==> src/rtl/pipelined_adder_pkg.sv <==
// Shared defaults and helpers for the carry-skewed pipelined adder.
package pipelined_adder_pkg;

  localparam int DEFAULT_WIDTH  = 16;
  localparam int DEFAULT_STAGES = 4;

  function automatic int chunk_width(input int width, input int stages);
    return width / stages;
  endfunction

endpackage

==> src/rtl/pipelined_adder_chunk.sv <==
// One CW-bit slice of the skewed adder: purely combinational ripple add.
module adder_chunk
  import pipelined_adder_pkg::*;
#(
  parameter int CW = chunk_width(DEFAULT_WIDTH, DEFAULT_STAGES)
) (
  input  logic [CW-1:0] a,
  input  logic [CW-1:0] b,
  input  logic          cin,
  output logic [CW-1:0] sum,
  output logic          cout
);

  assign {cout, sum} = {1'b0, a} + {1'b0, b} + {{CW{1'b0}}, cin};

endmodule

==> src/rtl/pipelined_adder.sv <==
// Skewed pipelined adder: stage k adds chunk k, with valid/ready flow control.
// Define PIPELINED_ADDER_OVF_EN to add the registered signed-overflow output ovf.
module pipelined_adder
  import pipelined_adder_pkg::*;
#(
  parameter int WIDTH  = DEFAULT_WIDTH,
  parameter int STAGES = DEFAULT_STAGES
) (
  input  logic             clk,
  input  logic             rst_n,
  input  logic             in_valid,
  output logic             in_ready,
  input  logic [WIDTH-1:0] a,
  input  logic [WIDTH-1:0] b,
  input  logic             cin,
  output logic             out_valid,
  input  logic             out_ready,
  output logic [WIDTH-1:0] sum,
  output logic             cout
`ifdef PIPELINED_ADDER_OVF_EN
  ,
  output logic             ovf
`endif
);

  localparam int CW   = chunk_width(WIDTH, STAGES);
  localparam int LAST = STAGES - 1;

  if (WIDTH < 4 || WIDTH > 64 || STAGES < 1 || (WIDTH % STAGES) != 0) begin : g_bad_params
    $error("pipelined_adder: WIDTH must be 4..64 and a multiple of STAGES");
  end

  logic [STAGES-1:0] vld_q;
  logic [STAGES-1:0] c_q;
  logic [STAGES-1:0] ld;
  logic [STAGES-1:0] ch_cin;
  logic [STAGES-1:0] ch_cout;
  logic [WIDTH-1:0]  a_q   [STAGES];
  logic [WIDTH-1:0]  b_q   [STAGES];
  logic [WIDTH-1:0]  sum_q [STAGES];
  logic [WIDTH-1:0]  sum_n [STAGES];
  logic [CW-1:0]     ch_a  [STAGES];
  logic [CW-1:0]     ch_b  [STAGES];
  logic [CW-1:0]     ch_sum[STAGES];

  // Operands travel whole; each stage only consumes its own chunk.
  always_comb begin
    ch_a[0]   = a[CW-1:0];
    ch_b[0]   = b[CW-1:0];
    ch_cin[0] = cin;
    for (int k = 1; k < STAGES; k++) begin
      ch_a[k]   = a_q[k-1][k*CW +: CW];
      ch_b[k]   = b_q[k-1][k*CW +: CW];
      ch_cin[k] = c_q[k-1];
    end
  end

  always_comb begin
    sum_n[0]         = '0;
    sum_n[0][CW-1:0] = ch_sum[0];
    for (int k = 1; k < STAGES; k++) begin
      sum_n[k]              = sum_q[k-1];
      sum_n[k][k*CW +: CW]  = ch_sum[k];
    end
  end

  // Bubble-collapsing load chain; depends only on valids and out_ready.
  always_comb begin
    ld       = '0;
    ld[LAST] = !vld_q[LAST] || out_ready;
    for (int k = LAST - 1; k >= 0; k--) begin
      ld[k] = !vld_q[k] || ld[k+1];
    end
  end

  for (genvar k = 0; k < STAGES; k++) begin : g_stage
    adder_chunk #(.CW(CW)) u_chunk (
      .a    (ch_a[k]),
      .b    (ch_b[k]),
      .cin  (ch_cin[k]),
      .sum  (ch_sum[k]),
      .cout (ch_cout[k])
    );
  end

  always_ff @(posedge clk or negedge rst_n) begin
    if (!rst_n) begin
      vld_q <= '0;
      c_q   <= '0;
      for (int k = 0; k < STAGES; k++) begin
        a_q[k]   <= '0;
        b_q[k]   <= '0;
        sum_q[k] <= '0;
      end
    end else begin
      if (ld[0]) begin
        vld_q[0] <= in_valid;
        a_q[0]   <= a;
        b_q[0]   <= b;
        sum_q[0] <= sum_n[0];
        c_q[0]   <= ch_cout[0];
      end
      for (int k = 1; k < STAGES; k++) begin
        if (ld[k]) begin
          vld_q[k] <= vld_q[k-1];
          a_q[k]   <= a_q[k-1];
          b_q[k]   <= b_q[k-1];
          sum_q[k] <= sum_n[k];
          c_q[k]   <= ch_cout[k];
        end
      end
    end
  end

`ifdef PIPELINED_ADDER_OVF_EN
  logic ovf_q;

  // The last chunk holds the operand MSBs, so overflow is resolved alongside the final sum.
  always_ff @(posedge clk or negedge rst_n) begin
    if (!rst_n) begin
      ovf_q <= 1'b0;
    end else if (ld[LAST]) begin
      ovf_q <= (ch_a[LAST][CW-1] == ch_b[LAST][CW-1]) &&
               (ch_sum[LAST][CW-1] != ch_a[LAST][CW-1]);
    end
  end

  assign ovf = ovf_q;
`endif

  assign in_ready  = ld[0];
  assign out_valid = vld_q[LAST];
  assign sum       = sum_q[LAST];
  assign cout      = c_q[LAST];

endmodule

==> config.mk <==
export PLATFORM = sky130hd
export DESIGN_NAME = pipelined_adder
export DESIGN_NICKNAME = d
export VERILOG_FILES = /design/src/rtl/pipelined_adder_pkg.sv /design/src/rtl/pipelined_adder_chunk.sv /design/src/rtl/pipelined_adder.sv
export SDC_FILE = /design/constraint.sdc
export NUM_CORES = 1
export LEC_CHECK = 0
export BUFFER_PORTS_ARGS = -buffer_cell sky130_fd_sc_hd__buf_2
export CAP_MARGIN = 40
export CORE_MARGIN = 4
export CORE_UTILIZATION = 25
export CTS_CLUSTER_SIZE = 12
export DETAILED_ROUTE_END_ITERATION = 8
export PLACE_DENSITY = 0.43
export RECOVER_POWER = 100
export SLEW_MARGIN = 20
export SYNTH_ARGS = -nofsm -noshare
export SYNTH_HDL_FRONTEND = slang
export SYNTH_HIERARCHICAL = 1
export SYNTH_SLANG_ARGS = --single-unit
==> constraint.sdc <==
create_clock -name clk -period 1.6 [get_ports clk]
set_input_delay 0.32 -clock clk [delete_from_list [all_inputs] [get_ports clk]]
set_output_delay 0.32 -clock clk [all_outputs]
set_load 0.01 [all_outputs]
==> flow_summary.json, run 1 <==
{
  "outcome": "finished, violations left",
  "violations": "negative setup slack",
  "cpLargestDelayFamily": "adder cells",
  "synth_edf_count": 0,
  "whs_path_depth": 2,
  "synth_area_sq_mm": 0.00426,
  "grt_max_degree": 97,
  "grt_use_total_pct": 8.51,
  "grt_pass1_vias": 2481,
  "period_share_pct": 105,
  "synthFlopType": "dfrtp_1",
  "finalWorstSetupSlack_ns": -0.0865,
  "wire_per_inst_microns": 13.7,
  "ant_nets": 0,
  "grt_overflow": 0,
  "synthCells": 271,
  "cp_data_required_time_ns": 1.82,
  "r2r_cells": 7,
  "die_w_microns": 138,
  "power_frac_clock_pct": 27.8,
  "htree_levels": 3,
  "initial_core_util_pct": 25.6,
  "max_stage_delay_ns": 0.42,
  "start_kind": "flop",
  "tightest_slew_ns": 1.32,
  "die-area_sq_mm": 0.0192,
  "root_buffer": "clkbuf_16",
  "hold_viol": 0,
  "cts_inserted_buffers": 9,
  "syn2layout_area_growth_pct": 23.4,
  "final_cell_mix": "dfrtp_1, mux2_2, mux2_4, buf_2, clkbuf_1",
  "syn_area_per_cell_sq_um": 15.7,
  "clkLatencyLatePin_ns": 0.34,
  "cp_num_buf_inv": 1,
  "worstHoldPathType": "primary input to flop",
  "endpoint_kind": "flop",
  "arrival_ns": 1.91,
  "leakage_nw": 2.44,
  "critPathMostFrequentCell": "fa_2",
  "crit_path_max_fanout": 2,
  "hpwl_microns": 5250,
  "gp_congestion": 0.675,
  "coreArea_sq_mm": 0.0166,
  "drc_errors": 0,
  "p_sw_mw": 2.10,
  "synth_seq_cells": 96,
  "synth_nets": 328,
  "post-place-ws_ns": -0.127,
  "num_rows": 47,
  "antenna_found_initial": 0,
  "path_depth": 7,
  "die_y_microns": 138,
  "fin_crit_ns": 1.69,
  "slowest_stage": "fa_2",
  "tritoncts": "yes",
  "ys.warnings.count": 6,
  "relSlewSlack_pct": 12.2,
  "finalWirelength_microns": 7810,
  "internal_power_mw": 5.59,
  "ys_types": 19,
  "cts.sinks": 96,
  "seq_power_share_pct": 45.3,
  "grt_setup_unrepaired": "true",
  "layout-drive-gt1-share_pct": 51.0,
  "placed_cell_area_sq_mm": 0.00490,
  "async_flop_share_pct": 100,
  "fmax_ghz": 0.593,
  "viasPerCell": 4.00,
  "grt_pass1_wl_microns": 13000,
  "vdd_drop_max_uv": 447,
  "ys_seq_area_share_pct": 56.5,
  "slew_viol_final": 0,
  "dr.pass1.iters": 4,
  "cap_violations": 0,
  "setup_viol": 27,
  "vias": 2275,
  "finClkSkew_ns": 0.00766,
  "critPathKind": "flop to flop",
  "crit_chain": "fa_2, inv_2, fa_2, nor2b_1, o21ai_1, nand2b_1, mux2_4",
  "hold_ws_ns": 0.172,
  "cts_max_path_buffers": 2,
  "port_buffers": 55,
  "drt_iter0_markers": 80,
  "num_antenna_cells": 0,
  "ios": 56,
  "combPwrFrac_pct": 26.9,
  "layout_commonest_cell": "dfrtp_1",
  "fin_nets": 401,
  "clk_pin_slew_worst_paths_ns": 0.06,
  "design_area_sq_mm": 0.00525,
  "p_sw_share_pct": 27.3,
  "p_per_area_mw_per_mm2": 1460
}
[power by group through the flow]
stage               sequential [mW]  combinational [mW]  clock (mW)
finish                         3.48                2.07        2.14
global route                   3.58                2.33        2.31
CTS                            3.49                2.08        2.23
detailed placement             3.53                2.04           0
global placement               3.52                2.00           0
floorplan                      3.52                1.32           0
[cell usage after synthesis, drive strengths merged, types with 4 or more instances]
master	n	share of area, %
nor2b	4	0.59
buf	10	1.6
ha	12	3.5
inv	17	1.5
mux2	92	27
o21ai	4	0.47
nand2b	8	1.2
fa	8	3.8
xnor2	8	1.6
a21o	4	0.71
a21oi	4	0.82
dfrtp	96	56
[per-layer routing]
layer	GRT usage (%)	routed length [microns]	vias up
met5	0	0	-
met4	3.90	151	0
met3	2.18	264	11
met2	12.8	3570	34
met1	11.5	3830	1156
li1	-	-	1074
[per-stage QoR]
step	TNS [ns]	power, mW	util [%]	std cells
after floorplan	-0.00766	4.84	-	271
after global placement	-0.541	5.53	29.5	548
after detailed placement	-0.620	5.57	29.5	548
after CTS	-0.338	7.80	31.5	566
after global routing	-5.28	8.21	31.5	569
final	-1.45	7.69	31.5	569
[timing repair]
item | 4_1_cts | 5_1_grt
setup endpoints to repair | 10 | 13
buffers inserted | 2 | 3
pin swaps | 9 | 8
hold buffers | 0 | 0
gates cloned | 0 | 0
gates resized for setup | 4 | 10
[path summary, 6_finish.rpt]
path	startpoint	endpoint	slack (ns)
min	in_valid	vld_q[0]	0.17
max in group asynchronous	rst_n	sum[14]	0.38
min in group asynchronous	rst_n	b_q[56]	0.40
max reg2reg	c_q[1]	c_q[2]	-0.09
max	c_q[1]	c_q[2]	-0.09
min reg2reg	vld_q[0]	vld_q[1]	0.43
[cell families after synthesis]
family	count (synthesis)	synth area share, %
DFF	96	56.5
muxes	92	26.8
buffers and inverters	27	3.06
adders and majority gates	20	7.29
and+or+nand+nor	16	2.73
AOI/OAI and AO/OA	12	2.00
xor gates and xnor gates	8	1.65
[sequential cells by signal (all words and copies together) (netlist names)]
register  flops
c_q           4
sum_n        24
b_q          24
a_q          24
sum          16
vld_q         4
[final cells by class]
class / instances / area [sq um]
clock buffer: 14 / 294
clock inverter: 2 / 10.0
fill: 1645 / 11400
inverter: 17 / 63.8
multi-input combinational: 148 / 1780
sequential: 96 / 2400
tap: 220 / 275
timing repair buffer: 72 / 428
Note: power is estimated with default switching activity, not from simulation.
==> run 2, diff against run 1 <==
==> constraint.sdc (replaced) <==
create_clock -name clk -period 1.4 [get_ports clk]
set_input_delay 0.28 -clock clk [delete_from_list [all_inputs] [get_ports clk]]
set_output_delay 0.28 -clock clk [all_outputs]
set_load 0.01 [all_outputs]
==> run 2 against run 1 <==
The flow still finishes with violations (negative setup slack). Power rose by 23%. Clock power grew 26%. Non-clock buffer count rose by 21.
==> flow_summary.json, run 2 (synthesized netlist as in run 1, its figures left out) <==
{
  "layout_commonest_cell": "dfrtp_1",
  "hold_ws_ns": 0.152,
  "cpLargestDelayFamily": "adder cells",
  "layout-drive-gt1-share_pct": 55.1,
  "fin_crit_ns": 1.69,
  "crit_chain": "fa_2, inv_2, fa_2, nor2b_2, o21ai_2, nand2b_1, mux2_2",
  "syn2layout_area_growth_pct": 32.4,
  "relSlewSlack_pct": 52.0,
  "crit_path_max_fanout": 2,
  "critPathKind": "flop to flop",
  "clkLatencyLatePin_ns": 0.34,
  "p_sw_share_pct": 27.0,
  "drc_errors": 0,
  "crit_path_start": "c_q[1]",
  "dr.pass1.iters": 2,
  "grt_pass1_wl_microns": 14200,
  "drt_iter0_markers": 95,
  "initial_core_util_pct": 25.6,
  "arrival_ns": 1.92,
  "max_stage_delay_ns": 0.41,
  "hpwl_microns": 5630,
  "seq_power_share_pct": 42.5,
  "fmax_ghz": 0.591,
  "tightest_slew_ns": 0.720,
  "p_sw_mw": 2.55,
  "wire_per_inst_microns": 14.8,
  "grt_setup_unrepaired": "true",
  "post-place-ws_ns": -0.306,
  "port_buffers": 55,
  "ant_nets": 0,
  "num_antenna_cells": 0,
  "placed_cell_area_sq_mm": 0.00503,
  "cts_inserted_buffers": 9,
  "setup_viol": 78,
  "final_cell_mix": "dfrtp_1, mux2_4, mux2_2, buf_2, clkbuf_1",
  "grt_overflow": 0,
  "grt_use_total_pct": 9.52,
  "hold_viol": 0,
  "coreArea_sq_mm": 0.0166,
  "endpoint_kind": "flop",
  "tritoncts": "yes",
  "outcome": "finished, violations left",
  "power_frac_clock_pct": 28.6,
  "gp_congestion": 0.652,
  "clk_pin_slew_worst_paths_ns": 0.06,
  "worstHoldStart": "in_valid",
  "leakage_nw": 2.69,
  "die-area_sq_mm": 0.0192,
  "r2r-start": "c_q[1]",
  "htree_levels": 3,
  "slowest_stage": "fa_2",
  "design_area_sq_mm": 0.00563,
  "violations": "negative setup slack",
  "cp_num_buf_inv": 1,
  "root_buffer": "clkbuf_16",
  "finalNonFillerCells": 590,
  "vdd_drop_max_uv": 606,
  "finalWorstSetupSlack_ns": -0.292,
  "critPathMostFrequentCell": "fa_2",
  "slew_viol_final": 0,
  "finalWirelength_microns": 8740,
  "vias": 2409,
  "viasPerCell": 4.08,
  "period_share_pct": 121,
  "worstHoldPathType": "primary input to flop",
  "fin_nets": 422,
  "finClkSkew_ns": 0.00483,
  "die_y_microns": 138,
  "cap_violations": 0,
  "grt_max_degree": 53,
  "placed_cells": 562,
  "num_rows": 47,
  "start_kind": "flop",
  "p_per_area_mw_per_mm2": 1670,
  "die_w_microns": 138,
  "internal_power_mw": 6.88,
  "cp_data_required_time_ns": 1.63,
  "combPwrFrac_pct": 28.9,
  "grt_pass1_vias": 2659,
  "antenna_found_initial": 0,
  "ios": 56,
  "cts.sinks": 96,
  "cts_max_path_buffers": 2,
  "fin_util_pct": 33.8
}
run 2: cell type report:
type,instances,area (sq um)
fill,1624,11000
sequential,96,2400
multi-input combinational,148,1860
timing repair buffer,93,701
tap,220,275
clock buffer,13,260
clock inverter,3,65.1
inverter,17,63.8
run 2: repair_timing:
action,CTS,global route
resized for setup,17,41
endpoints found under the hold margin,96,0
pin swaps,7,11
cloned,4,1
endpoints found under the setup margin,63,74
hold buffers,1,0
buffers inserted,6,3
run 2: worst reg2reg max path, stage by stage, from the launching register on:
cell and delay, ns:
dfrtp_1 0.40, fa_2 0.41, inv_2 0.07, fa_2 0.22, nor2b_2 0.05, o21ai_2 0.13, nand2b_1 0.06, mux2_2 0.25
run 2: per-stage QoR:
step	TNS (ns)	total power, mW
final	-7.71	9.43
after global routing	-12.36	10.1
after CTS	-8.49	9.47
after detailed placement	-7.00	6.53
after global placement	-7.11	6.46
after floorplan	-3.96	5.58
run 2: path summary, 6_finish.rpt:
check | endpoint | slack, ns | cells past startpoint
worst max-delay path | c_q[2] | -0.29 | 7
worst min-delay path | vld_q[0] | 0.15 | 2
worst max register to register | c_q[2] | -0.29 | 7
worst min register to register | vld_q[1] | 0.46 | 2
max in group asynchronous | b_q[62] | 0.24 | 3
min in group asynchronous | b_q[56] | 0.63 | 3
run 2: power by group through the flow:
stage | Sequential [mW] | Clock [mW] | Combinational (mW)
final | 4.01 | 2.69 | 2.73
after floorplan | 4.02 | 0 | 1.55
after global routing | 4.12 | 2.91 | 3.04
after detailed placement | 4.05 | 0 | 2.48
after global placement | 4.04 | 0 | 2.42
after CTS | 4.00 | 2.81 | 2.66
run 2: metal layers:
metal | GRT usage, % | share of wire, % | vias up | wire length, microns
li1 | - | - | 1117 | -
met1 | 11.8 | 46 | 1243 | 3980
met2 | 15.2 | 49 | 39 | 4260
met3 | 3.45 | 4.0 | 10 | 346
met4 | 3.54 | 1.8 | 0 | 153
met5 | 0 | 0 | - | 0
==> run 3, diff against run 2 <==
--- a/config.mk
+++ b/config.mk
@@ -7,7 +7,7 @@
 export LEC_CHECK = 0
 export BUFFER_PORTS_ARGS = -buffer_cell sky130_fd_sc_hd__buf_2
 export CAP_MARGIN = 40
-export CORE_MARGIN = 4
+export CORE_MARGIN = 1
 export CORE_UTILIZATION = 25
 export CTS_CLUSTER_SIZE = 12
 export DETAILED_ROUTE_END_ITERATION = 8
==> run 3 against run 2 <==
The run still ends with negative setup slack left. Maximum frequency decreased by 0.60%. Die area fell by 8.5%. Global-route usage increased by 0.94 points. Power fell by 3.9%. Sequential power about the same. Register-to-register slack about the same. Clock power is 12% lower. Sequential share of layout area increased by 0.64 points. Via count is 0.33% lower. Clock skew grew 0.0034 ns. Setup slack worse by 0.010 ns. Critical endpoint is now sum_n[11].
==> flow_summary.json, run 3 (synthesized netlist as in run 1, its figures left out) <==
{
  "outcome": "finished, violations left",
  "violations": "negative setup slack",
  "seq_power_share_pct": 44.3,
  "worstHoldPathType": "primary input to flop",
  "layout_commonest_cell": "dfrtp_1",
  "vias": 2401,
  "finalNonFillerCells": 593,
  "cp_data_required_time_ns": 1.63,
  "layout-drive-gt1-share_pct": 55.0,
  "p_sw_share_pct": 27.7,
  "die_y_microns": 132,
  "r2r-start": "c_q[1]",
  "r2r_cells": 6,
  "ios": 56,
  "relSlewSlack_pct": 67.8,
  "leakage_nw": 2.64,
  "finClkSkew_ns": 0.00821,
  "final_cell_mix": "dfrtp_1, mux2_4, mux2_2, buf_2, clkbuf_1",
  "htree_levels": 3,
  "ant_nets": 0,
  "slowest_stage": "fa_2",
  "p_sw_mw": 2.51,
  "root_buffer": "clkbuf_16",
  "p_per_area_mw_per_mm2": 1630,
  "hold_ws_ns": 0.151,
  "multi_input_area_sq_mm": 0.00183,
  "cts.sinks": 96,
  "hpwl_microns": 5570,
  "setup_tns_ns": -9.90,
  "internal_power_mw": 6.55,
  "tritoncts": "yes",
  "setup_viol": 71,
  "initial_core_util_pct": 25.7,
  "start_kind": "flop",
  "num_rows": 47,
  "antenna_found_initial": 1,
  "cts_max_path_buffers": 2,
  "rrSetupSlack_ns": -0.30,
  "arrival_ns": 1.93,
  "max_stage_delay_ns": 0.41,
  "cap_violations": 0,
  "die_w_microns": 132,
  "cpLargestDelayFamily": "adder cells",
  "grt_pass1_wl_microns": 13700,
  "fin_crit_ns": 1.70,
  "grt_setup_unrepaired": "true",
  "clk_pin_slew_worst_paths_ns": 0.07,
  "whs_path_depth": 2,
  "placed_cells": 563,
  "drt_iter0_markers": 79,
  "fin_nets": 425,
  "whs_endpoint": "vld_q[0]",
  "combPwrFrac_pct": 29.7,
  "period_share_pct": 122,
  "crit_path_start": "c_q[1]",
  "viasPerCell": 4.05,
  "grt_max_degree": 45,
  "crit_chain": "fa_2, buf_4, a21o_1, a21oi_2, xnor2_1, mux2_2",
  "tightest_slew_ns": 0.484,
  "grt_use_total_pct": 10.5,
  "crit_path_max_fanout": 2,
  "grt_overflow": 0,
  "finalWorstSetupSlack_ns": -0.302,
  "cts_inserted_buffers": 9,
  "reg2reg_to": "sum_n[11]",
  "clkLatencyLatePin_ns": 0.35,
  "port_buffers": 55,
  "grt_pass1_vias": 2621,
  "gp_congestion": 0.688,
  "cp_num_buf_inv": 1,
  "final-seq-area_sq_mm": 0.00240,
  "slew_viol_final": 0,
  "vdd_drop_max_uv": 676,
  "num_antenna_cells": 0,
  "die-area_sq_mm": 0.0175,
  "critPathKind": "flop to flop",
  "finalWirelength_microns": 8410,
  "syn2layout_area_growth_pct": 30.4,
  "coreArea_sq_mm": 0.0166,
  "p_total_mw": 9.06,
  "endpoint_kind": "flop",
  "wire_per_inst_microns": 14.2,
  "power_frac_clock_pct": 26.0,
  "drc_errors": 0,
  "dr.pass1.iters": 4,
  "worstHoldStart": "in_valid",
  "hold_viol": 0,
  "fmax_ghz": 0.588,
  "fill_cells": 1648
}
run 3: through the flow:
stage               setup WS (ns)  utilization (%)  area, sq um
floorplan                  -0.204                -         4310
global placement           -0.300             30.4         5040
detailed placement         -0.297             30.4         5040
CTS                        -0.308             33.0         5470
global route               -0.372             33.5         5550
finish                     -0.302             33.5         5550
run 3: repair_timing:
| item | 4_1_cts | 5_1_grt |
|---|---|---|
| hold endpoints to repair | 17 | 0 |
| pin swaps | 9 | 5 |
| gates cloned | 2 | 1 |
| hold buffers | 1 | 0 |
| setup endpoints to repair | 45 | 82 |
| buffers inserted | 5 | 9 |
| resized for setup | 12 | 39 |
run 3: power by group through the flow:
stage	clock network (mW)	logic, mW	registers [mW]
CTS	2.47	2.60	4.01
detailed placement	0	2.46	4.06
floorplan	0	1.55	4.02
finish	2.36	2.69	4.01
global route	2.56	2.97	4.14
global placement	0	2.40	4.04
run 3: worst max-delay path by stage:
stage                 to  slack, ns  depth (start not counted)
6_report       sum_n[11]      -0.30                          6
4_1_cts           c_q[2]      -0.31                          7
5_1_grt           c_q[2]      -0.37                          7
2_1_floorplan     c_q[1]      -0.20                          7
3_3_place_gp      c_q[1]      -0.30                          7
3_5_place_dp      c_q[1]      -0.30                          7
run 3: final cells by class:
| cell class | count | area share (%) |
|---|---|---|
| clock inverter | 2 | 0.225 |
| tap | 220 | 4.96 |
| inverter | 17 | 1.15 |
| multi-input combinational | 148 | 33.0 |
| clock buffer | 14 | 4.94 |
| timing repair buffer | 96 | 12.4 |
| sequential | 96 | 43.3 |
run 3: routing by layer:
metal | GRT usage (%) | wire length, microns | up-vias
li1 | - | - | 1114
met5 | 0 | 13 | -
met1 | 13.2 | 3940 | 1236
met3 | 2.38 | 265 | 14
met4 | 6.51 | 227 | 2
met2 | 16.3 | 3960 | 35
